File: src/rtl/fixed_point_accumulator_pkg.sv
// Shared types and constants for the fixed-point accumulator.
// Provides the FSM state enum, the width constants and the saturation limits
// for the A-bit accumulator and the N-bit result.
package fxp_pkg;

  localparam int unsigned Q  = 8;      // fractional bits, format tag only
  localparam int unsigned N  = 16;     // sample / result width
  localparam int unsigned G  = 4;      // accumulator guard bits
  localparam int unsigned A  = N + G;  // accumulator width
  localparam int unsigned CW = 8;      // beat counter width

  typedef enum logic {
    ACC = 1'b0,
    OUT = 1'b1
  } state_e;

  // Largest positive accumulator value: 2^(A-1)-1
  function automatic logic [A-1:0] acc_max();
    return {1'b0, {(A-1){1'b1}}};
  endfunction

  // Most negative accumulator value: -2^(A-1)
  function automatic logic [A-1:0] acc_min();
    return {1'b1, {(A-1){1'b0}}};
  endfunction

  // Largest positive result value: 2^(N-1)-1
  function automatic logic [N-1:0] res_max();
    return {1'b0, {(N-1){1'b1}}};
  endfunction

  // Most negative result value: -2^(N-1)
  function automatic logic [N-1:0] res_min();
    return {1'b1, {(N-1){1'b0}}};
  endfunction

endpackage

File: src/rtl/fixed_point_accumulator_if.sv
// Sample-in / result-out stream bundle of the fixed-point accumulator.
// Input stream: in_valid, in_ready, in_data (N, signed), in_last.
// Output stream: out_valid, out_ready, out_data (N, signed), out_overflow,
// out_count (CW). master = producer/consumer side, slave = accumulator side.
interface fixed_point_accumulator_if;
  import fxp_pkg::*;

  logic          in_valid;
  logic          in_ready;
  logic [N-1:0]  in_data;
  logic          in_last;
  logic          out_valid;
  logic          out_ready;
  logic [N-1:0]  out_data;
  logic          out_overflow;
  logic [CW-1:0] out_count;

  modport master (
    output in_valid, in_data, in_last, out_ready,
    input  in_ready, out_valid, out_data, out_overflow, out_count
  );

  modport slave (
    input  in_valid, in_data, in_last, out_ready,
    output in_ready, out_valid, out_data, out_overflow, out_count
  );

endinterface

File: src/rtl/fixed_point_sat_adder.sv
// Combinational saturating adder for A-bit signed operands.
// Ports: a_i, b_i (A-bit signed operands), sum_o (clamped A-bit sum),
// sat_o (high when the true sum fell outside the A-bit range).
module fixed_point_sat_adder
  import fxp_pkg::*;
(
  input  logic [A-1:0] a_i,
  input  logic [A-1:0] b_i,
  output logic [A-1:0] sum_o,
  output logic         sat_o
);

  logic [A:0] wide;

  // One extra bit holds the exact sum; overflow shows as disagreeing top bits
  always_comb begin
    wide  = {a_i[A-1], a_i} + {b_i[A-1], b_i};
    sat_o = wide[A] ^ wide[A-1];
    if (!sat_o) begin
      sum_o = wide[A-1:0];
    end else if (wide[A]) begin
      sum_o = acc_min();
    end else begin
      sum_o = acc_max();
    end
  end

endmodule

File: src/rtl/fixed_point_accumulator.sv
// Streaming signed fixed-point accumulator.
// Sums a packet of N-bit samples in an A-bit saturating accumulator and, one
// cycle after the last beat, presents the sum clamped to N bits together with
// an overflow flag and the beat count (mod 2^CW).
// Ports: clk, rst_n (async, active-low), bus (slave side of the stream bundle).
module fixed_point_accumulator
  import fxp_pkg::*;
(
  input  logic                     clk,
  input  logic                     rst_n,
  fixed_point_accumulator_if.slave bus
);

  state_e        state_q, state_d;
  logic [A-1:0]  acc_q, acc_d;
  logic          ovf_q, ovf_d;
  logic [CW-1:0] cnt_q, cnt_d;
  logic          in_ready_q, in_ready_d;
  logic          out_valid_q, out_valid_d;
  logic [N-1:0]  out_data_q, out_data_d;
  logic          out_overflow_q, out_overflow_d;
  logic [CW-1:0] out_count_q, out_count_d;

  logic [A-1:0]  sample_ext;
  logic [A-1:0]  add_sum;
  logic          add_sat;
  logic          res_fits;
  logic [N-1:0]  res_narrow;
  logic          beat;

  assign sample_ext = {{G{bus.in_data[N-1]}}, bus.in_data};

  fixed_point_sat_adder u_add (
    .a_i   (acc_q),
    .b_i   (sample_ext),
    .sum_o (add_sum),
    .sat_o (add_sat)
  );

  // Result fits in N bits when every bit above the N-bit sign bit matches it
  always_comb begin
    res_fits = (&add_sum[A-1:N-1]) | ~(|add_sum[A-1:N-1]);
    if (res_fits) begin
      res_narrow = add_sum[N-1:0];
    end else if (add_sum[A-1]) begin
      res_narrow = res_min();
    end else begin
      res_narrow = res_max();
    end
  end

  // in_ready_q is low for the first cycle after reset release
  assign beat = bus.in_valid & in_ready_q;

  // State and datapath registers
  always_ff @(posedge clk or negedge rst_n) begin
    if (!rst_n) begin
      state_q        <= ACC;
      acc_q          <= '0;
      ovf_q          <= 1'b0;
      cnt_q          <= '0;
      in_ready_q     <= 1'b0;
      out_valid_q    <= 1'b0;
      out_data_q     <= '0;
      out_overflow_q <= 1'b0;
      out_count_q    <= '0;
    end else begin
      state_q        <= state_d;
      acc_q          <= acc_d;
      ovf_q          <= ovf_d;
      cnt_q          <= cnt_d;
      in_ready_q     <= in_ready_d;
      out_valid_q    <= out_valid_d;
      out_data_q     <= out_data_d;
      out_overflow_q <= out_overflow_d;
      out_count_q    <= out_count_d;
    end
  end

  // Next-state and next-output logic
  always_comb begin
    state_d        = state_q;
    acc_d          = acc_q;
    ovf_d          = ovf_q;
    cnt_d          = cnt_q;
    in_ready_d     = in_ready_q;
    out_valid_d    = out_valid_q;
    out_data_d     = out_data_q;
    out_overflow_d = out_overflow_q;
    out_count_d    = out_count_q;

    case (state_q)
      ACC: begin
        in_ready_d  = 1'b1;
        out_valid_d = 1'b0;
        if (beat) begin
          acc_d = add_sum;
          ovf_d = ovf_q | add_sat;
          cnt_d = cnt_q + CW'(1);
          if (bus.in_last) begin
            ovf_d          = ovf_q | add_sat | ~res_fits;
            out_data_d     = res_narrow;
            out_overflow_d = ovf_q | add_sat | ~res_fits;
            out_count_d    = cnt_q + CW'(1);
            state_d        = OUT;
            in_ready_d     = 1'b0;
            out_valid_d    = 1'b1;
          end
        end
      end
      OUT: begin
        in_ready_d  = 1'b0;
        out_valid_d = 1'b1;
        if (bus.out_ready) begin
          acc_d       = '0;
          ovf_d       = 1'b0;
          cnt_d       = '0;
          state_d     = ACC;
          in_ready_d  = 1'b1;
          out_valid_d = 1'b0;
        end
      end
      default: begin
        state_d = ACC;
      end
    endcase
  end

  assign bus.in_ready     = in_ready_q;
  assign bus.out_valid    = out_valid_q;
  assign bus.out_data     = out_data_q;
  assign bus.out_overflow = out_overflow_q;
  assign bus.out_count    = out_count_q;

endmodule

File: src/flat_wrapper.sv
// flat-port wrapper written by rule: the top's interface ports become plain ports
module fixed_point_accumulator_flat import fxp_pkg::*;
  (clk, rst_n, bus_in_valid, bus_in_data, bus_in_last, bus_out_ready, bus_in_ready, bus_out_valid, bus_out_data, bus_out_overflow, bus_out_count);
  fixed_point_accumulator_if bus_i ();
  input  logic clk;
  input  logic rst_n;
  input wire logic [$bits(bus_i.in_valid)-1:0] bus_in_valid;
  input wire logic [$bits(bus_i.in_data)-1:0] bus_in_data;
  input wire logic [$bits(bus_i.in_last)-1:0] bus_in_last;
  input wire logic [$bits(bus_i.out_ready)-1:0] bus_out_ready;
  output wire logic [$bits(bus_i.in_ready)-1:0] bus_in_ready;
  output wire logic [$bits(bus_i.out_valid)-1:0] bus_out_valid;
  output wire logic [$bits(bus_i.out_data)-1:0] bus_out_data;
  output wire logic [$bits(bus_i.out_overflow)-1:0] bus_out_overflow;
  output wire logic [$bits(bus_i.out_count)-1:0] bus_out_count;
  assign bus_i.in_valid = bus_in_valid;
  assign bus_i.in_data = bus_in_data;
  assign bus_i.in_last = bus_in_last;
  assign bus_i.out_ready = bus_out_ready;
  assign bus_in_ready = bus_i.in_ready;
  assign bus_out_valid = bus_i.out_valid;
  assign bus_out_data = bus_i.out_data;
  assign bus_out_overflow = bus_i.out_overflow;
  assign bus_out_count = bus_i.out_count;
  fixed_point_accumulator u_core (.clk(clk), .rst_n(rst_n), .bus(bus_i));
endmodule
File: config.mk
export PLATFORM = sky130hd
export DESIGN_NAME = fixed_point_accumulator_flat
export DESIGN_NICKNAME = d
export VERILOG_FILES = /design/src/rtl/fixed_point_accumulator_pkg.sv /design/src/rtl/fixed_point_accumulator_if.sv /design/src/rtl/fixed_point_sat_adder.sv /design/src/rtl/fixed_point_accumulator.sv /design/src/flat_wrapper.sv
export SDC_FILE = /design/constraint.sdc
export NUM_CORES = 1
export LEC_CHECK = 0
export ABC_AREA = 1
export CORE_MARGIN = 2
export CORE_UTILIZATION = 40
export CTS_BUF_LIST = sky130_fd_sc_hd__clkbuf_16
export CTS_CLUSTER_DIAMETER = 120
export DETAILED_ROUTE_END_ITERATION = 8
export PLACE_DENSITY = 0.7
export SKIP_CTS_REPAIR_TIMING = 1
export SLEW_MARGIN = 20
export SYNTH_ARGS = -nofsm -noshare
export SYNTH_HDL_FRONTEND = slang
export SYNTH_SLANG_ARGS = --single-unit
File: constraint.sdc
create_clock -name clk -period 4.3 [get_ports clk]
set_input_delay 0.86 -clock clk [delete_from_list [all_inputs] [get_ports clk]]
set_output_delay 0.86 -clock clk [all_outputs]
set_load 0.01 [all_outputs]
==> summary.md <==
| Metric | Value |
|---|---|
| Status | `finished clean` |
| Slowest CP cell | `clkdlybuf4s50_1` |
| Dpl hpwl | `6900 um` |
| Die area | `around 10000 um2` |
| Leakage | `roughly 0.0022 uW` |
| Slew Limit Headroom | `between 50% and 60%` |
| First-pass GRT wire length | `15000 um` |
| Worst hold path type | `flip-flop to flip-flop` |
| Slew Limit Fails | `0` |
| Initial Util | `40.6%` |
| Initial DRC Count | `164` |
| Core Area | `between 9000 and 10000 um2` |
| Post-synthesis compound-gate area fraction | `between 10% and 20%` |
| Main combinational cell family by area after synthesis | `simple AND/OR/NAND/NOR gates` |
| Mapped Area | `between 3000 and 4000 um2` |
| Tcrit/Tclk final | `between 90% and 100%` |
| Vias/cell | `about 5.1` |
| Layout fillers | `884` |
| Num CTS Buffers | `5` |
| Worst Path Buf+Inv | `4` |
| Largest net degree at the start of global routing | `31` |
| Post-route setup slack | `approximately 320 ps` |
| Fin util | `between 40% and 50%` |
| Placed cell areas | `between 4000 and 5000 um2` |
| Cell Count, Final, Fillers Out | `roughly 640` |
| Die W | `roughly 100 um` |
| Clk pwr share | `a little over 10%` |
| Part of the power in registers | `about 23%` |
| CTS tree | `done` |
| Io pins | `48` |
| Synth Area in Simple Gates | `between 20 and 25%` |
| Worst-path clk slew | `about 70 ps` |
| Wire per inst | `between 10 and 15 um` |
| Max VDD drop | `0.358 mV` |
| Most frequent CP cell | `a21oi_1` |
| Pwr per Cell Area | `882 nW/um2` |
| DRT Wirelength | `between 8000 and 9000 um` |
| Sequential fraction of the synthesis area | `a little under two fifths` |
| Clk Tree Root Cell | `clkbuf_16` |
| Die Height | `99.9 um` |
| Ys flop type | `dfrtp_1` |
| Worst hold margin | `just under 500 ps` |
| Layout area overhead | `22.1%` |
| RSZ-0062 raised after global routing | `no` |
| Synth warn | `0` |
| CP cell instances | `clkdlybuf4s50_1 > ha_1 > a21oi_1 > o21ai_0 > a21oi_1 > nand2_1 > a31oi_1 > o21ai_0 > xor2_1 > inv_1 > ha_1 > inv_1 > nand3_1 > o21ai_2 > nand3_2 > a21oi_4 > buf_12 > a21oi_1` |
| Overflow after GRT | `0` |
| Max-cap viol count | `0` |
| Clock tree buffer depth | `2` |
| Routability Congestion | `~1` |
| Global Route Usage Sum | `a little under a fifth` |
| P_int | `a little over 2000 uW` |
| Fin nets | `between 500 and 600` |
| TritonRoute pass-1 iters | `5` |
| Yosys reg bits | `56` |
| Post-synthesis mux area share | `0%` |
| Via Count | `3253` |
| Final Hold Vio Count | `0` |
| Final instance area | `4500 um2` |
| Switching power | `1920 uW` |
| Synth Area in Adders | `8.36%` |
| Clock sink count | `56` |
| Worst EP arrival | `4150 ps` |
| Pre-CTS WS | `-17.7 ps` |
| Critical-path maximum fanout | `15` |
| WS Path Type | `primary input to flip-flop` |
| Initial antenna violation count | `0` |
| Family with the most delay on the worst path | `compound AO/OA/AOI/OAI gates` |
| Cells after Synth | `between 400 and 500` |
| Max stage delay on crit path | `420 ps` |
| Yosys cell types | `36` |
| Fmax | `around 250 MHz` |
| Worst Setup Start Kind | `primary input` |
| Cell Rows | `35` |
| CP required | `approximately 4500 ps` |
| Final count of negative-setup-slack endpoints | `0` |
| Synth Area in XOR/XNOR | `under 10%` |
| Placed Cells incl. Taps | `about 630` |
| Net Sw Frac | `approximately 48%` |
| Clock skew | `~5 ps` |
| Inserted Diodes | `0` |
| Syn_area_per_cell | `between 7 and 8 um2` |
| Port Buffer Count | `47` |
| Layout cells sized above 1 | `between 10% and 20%` |
| Net Count, Synth | `~520` |
| Critical Path Sink Type | `flip-flop` |
| Logic gate share of total power | `between 60% and 70%` |
| Post-synth EDFFs | `0` |
| Slew @ Worst Pin | `between 600 and 700 ps` |
| Antenna-violating nets left | `0` |
| FFs w/ async S/R, synth | `100%` |
| Vias in the first global route | `~3400` |
| Final min period | `between 3000 and 4000 ps` |
| Worst skew pair latency | `290 ps` |
| CTS H-tree lvls | `2` |
| Post-route DRC | `0` |
## power groups by stage
stage	registers [uW]	clock network, uW	logic [uW]
after floorplan	911	0	1810
after global placement	894	0	2610
after detailed placement	901	0	2650
after CTS	894	413	2670
after global routing	917	434	3020
final	893	402	2670
## synthesized netlist by cell type, types with 2 or more instances
cell type / number / area share, %
nand2_2: 6 / 1.0
nor2_1: 32 / 3.3
nand2_1: 128 / 13
buf_2: 2 / 0.27
a31oi_1: 2 / 0.34
ha_1: 23 / 7.8
xor2_1: 8 / 1.9
nand4_1: 2 / 0.34
a21oi_1: 25 / 3.4
o22ai_1: 2 / 0.34
nor2_4: 2 / 0.61
clkbuf_1: 7 / 0.71
o21ai_0: 38 / 5.2
nand3_1: 20 / 2.7
buf_6: 2 / 0.61
o21bai_1: 3 / 0.61
xnor2_1: 6 / 1.4
a21oi_2: 11 / 2.6
a32o_1: 2 / 0.54
nand3_2: 5 / 1.4
inv_2: 2 / 0.20
nor3_1: 3 / 0.41
a22o_1: 15 / 3.6
dfrtp_1: 56 / 38
inv_1: 57 / 5.8
nor4_1: 2 / 0.34
## tightest hold or removal path, cell delays in order (launching register included)
cell and delay (ps):
dfrtp_1 350, nand2_1 50, nand2_1 50
## worst paths after layout
path / to / start / depth (start not counted) / slack [ps]
worst max-delay path: u_core.bus.out_data[14]$_DFFE_PN0P_ / bus_in_data[14] / 18 / 320
worst min-delay path: u_core.bus.out_overflow$_DFFE_PN0P_ / u_core.bus.out_overflow$_DFFE_PN0P_ / 2 / 490
worst max register to register: u_core.bus.out_data[14]$_DFFE_PN0P_ / u_core.acc_q[10]$_DFFE_PN0P_ / 17 / 930
worst min register to register: u_core.bus.out_overflow$_DFFE_PN0P_ / u_core.bus.out_overflow$_DFFE_PN0P_ / 2 / 490
max in group asynchronous: u_core.bus.out_data[4]$_DFFE_PN0P_ / rst_n / 2 / 2890
min in group asynchronous: u_core.acc_q[6]$_DFFE_PN0P_ / rst_n / 1 / 580
## final cells by class
class,instances,area (um2),area share [%]
Multi-Input combinational cell,345,2020,44.9
Sequential cell,56,1400,31.2
Timing Repair Buffer,57,568,12.6
Inverter,59,221,4.93
Tap cell,111,139,3.09
Clock buffer,5,125,2.78
Clock inverter,3,23.8,0.529
## cell usage in the layout (no fill, tap or decap), types with 2 or more instances in the layout
master / instances
a21oi_1: 25
a21oi_2: 11
a22o_1: 15
a31oi_1: 2
a32o_1: 2
buf_12: 2
buf_4: 8
clkbuf_16: 5
clkdlybuf4s50_1: 45
clkinvlp_4: 2
dfrtp_1: 56
ha_1: 22
inv_1: 57
inv_2: 2
nand2_1: 128
nand2_2: 6
nand3_1: 19
nand3_2: 6
nand4_1: 2
nor2_1: 32
nor2_4: 2
nor3_1: 3
nor4_1: 2
o21ai_0: 38
o21bai_1: 3
o22ai_1: 2
xnor2_1: 6
xor2_1: 8
## state kept, by name, summed over array words and instances (netlist names)
signal and count:
u_core.bus.out_overflow 1, u_core.cnt_q 8, u_core.bus.out_count 8, u_core.bus.out_data 16, u_core.acc_q 20, u_core.bus.in_ready 1
u_core.ovf_q 1, u_core.state_q 1
## routing by layer
layer  global-route usage (%)  vias to the layer above  routed length [um]
met2                     30.3                       82                4020
li1                         -                     1656                   -
met5                        0                        -                   0
met4                     6.22                        0                 210
met1                     24.6                     1493                4070
met3                     3.27                       22                 420
## per-stage QoR
step / total power (uW) / setup TNS [ps]
2_1_floorplan: 2720 / 0
3_3_place_gp: 3500 / 0
3_5_place_dp: 3560 / -76.1
4_1_cts: 3970 / 0
5_1_grt: 4370 / 0
6_report: 3970 / 0
## cell families (layout without fill, tap and decap cells)
| kind of cell | Yosys count | after routing |
|---|---|---|
| AND/OR/NAND/NOR | 206 | 206 |
| AO/OA/AOI/OAI | 101 | 101 |
| buffers and inverters | 70 | 124 |
| flip-flops | 56 | 56 |
| adder cells (fa/ha/maj) | 24 | 24 |
| XOR/XNOR | 14 | 14 |
Power figures use the tool's default switching activity.
==> patch, RTL diff (same settings) <==
Make the reset (`rst_n`) synchronous in one clocked block. Comments in the files are not updated.
--- a/src/rtl/fixed_point_accumulator.sv
+++ b/src/rtl/fixed_point_accumulator.sv
@@ -53,7 +53,7 @@
   assign beat = bus.in_valid & in_ready_q;
 
   // State and datapath registers
-  always_ff @(posedge clk or negedge rst_n) begin
+  always_ff @(posedge clk) begin
     if (!rst_n) begin
       state_q        <= ACC;
       acc_q          <= '0;
Formal check against the unedited RTL: differs if rst_n is asserted again (counterexample within 4 cycles, from zero or initial values and one cycle with rst_n low); with rst_n held inactive, the same outputs for 4 cycles.
==> patch against the original RTL <==
Sequential cell count did not move; utilization rose by 0.81 points; largest cell class unchanged; synthesized area fell by 1.7%; design area fell by 1.8%; setup slack got worse by 67 ps; worst hold slack got worse by 17 ps; wire length rose by 10%; critical path depth rose by 2.
Power is not compared: it rests on default switching activity, and its combinational part moved more than twofold at a synthesized area within 25%.
==> patch: results (changes against the original RTL) <==
Worst setup path
  • R2R setup slack: 1030 ps (+100 ps)
  • Slowest cell delay on critical path: 510 ps (+90 ps)
  • Critical R2R Launch: u_core.acc_q[11]$_SDFFE_PN0P_
  • End point of the critical path: u_core.bus.out_data[2]$_SDFFE_PN0P_
  • CP arrival: 4220 ps (+70 ps)
  • Slowest stage cell, crit path: clkdlybuf4s50_1
  • Delay-heaviest family, CP: simple AND/OR/NAND/NOR gates
  • CP Launch Point: bus_in_data[15]
  • Reg2reg path depth: 19 (+2)

Min path
  • Min-Delay Endpoint: u_core.bus.out_count[2]$_SDFFE_PN0P_
  • Worst hold start: u_core.bus.out_count[2]$_SDFFE_PN0P_

Drt
  • M1 WL: 4397 um (+8.0%)
  • Wire length on met2: 4546 um (+13%)
  • Per-cell routed wire length: 13.90 um (+1.4%)
  • Drt initial violations: 151 (-7.9%)

GRT
  • Overall Global Routing Usage: 20.15% (+1.7 points)
  • M1 GR Usage: 27.14% (+2.5 points)
  • GR met2 Demand/Resource: 33.84% (+3.5 points)
  • First-pass GRT wire length: 16,040 um (+6.6%)
  • Vias in the first global route: 3,357 (+0.089%)

Logic synthesis
  • Post-Syn Nets: 579 (+12%)
  • Gate Count Post-Synth: 534 (+13%)
  • Synth cell count leaders: 165 x nand2_1, 56 x dfxtp_1, 55 x a21oi_1, 50 x inv_1, 37 x o21ai_0
  • Top cells by area, synth: dfxtp_1 31%, nand2_1 17%, ha_1 8.0%, a21oi_1 7.6%, inv_1 5.2%
  • Post-synthesis sequential area ratio: 30.99% (-7.1 points)
  • Distinct cells, synth: 37 (+2.8%)
  • Async S/R FF share, synth: 0% (-100 points)

Placed design
  • Post-DP HPWL: 7320 um (+6.1%)
  • Gp weighted congestion: 1.043 (+7.1%)
  • Placed cells: 684 (+8.9%)

STA
  • Clock skew: 10.22 ps (+5.155 ps)
  • Slew @ Worst Pin: 852.7 ps (+155.3 ps)

Clock tree
  • Skew-Pair Late Insertion Delay: 300 ps

Run status
  • Outcome: complete, no violations

Finish
  • Post-Layout Cell Count: 692 (+8.8%)
  • Share of cells above drive strength 1: 10.10% (about the same)
  • Nets: 628 (+10%)
==> patch: through the flow <==
stage	setup slack [ps]	util [%]	hold WS, ps	area [um^2]
final	257.5	50.40	468.6	4417
after global routing	3.690	50.40	494.5	4417
after CTS	299.2	50.40	475.5	4417
after detailed placement	7.538	48.44	464.2	4245
after global placement	115.2	48.44	453.4	4245
after floorplan	709.4	-	444.7	3617
==> patch: area by class of cell <==
cell class | instances | area [um^2]
Fill cell | 901 | 4347
Multi-Input combinational cell | 408 | 2208
Sequential cell | 56 | 1121
Clock inverter | 3 | 46.29
Clock buffer | 5 | 125.1
Timing Repair Buffer | 58 | 578.1
Tap cell | 108 | 135.1
Inverter | 54 | 202.7
==> patch: cells by family after synthesis <==
group / share of synthesized area (%)
buffers and inverters: 7.956
AOI/OAI and AO/OA: 17.71
xor gates and xnor gates: 4.358
DFF: 30.99
and+or+nand+nor: 30.47
adders and majority gates: 8.509
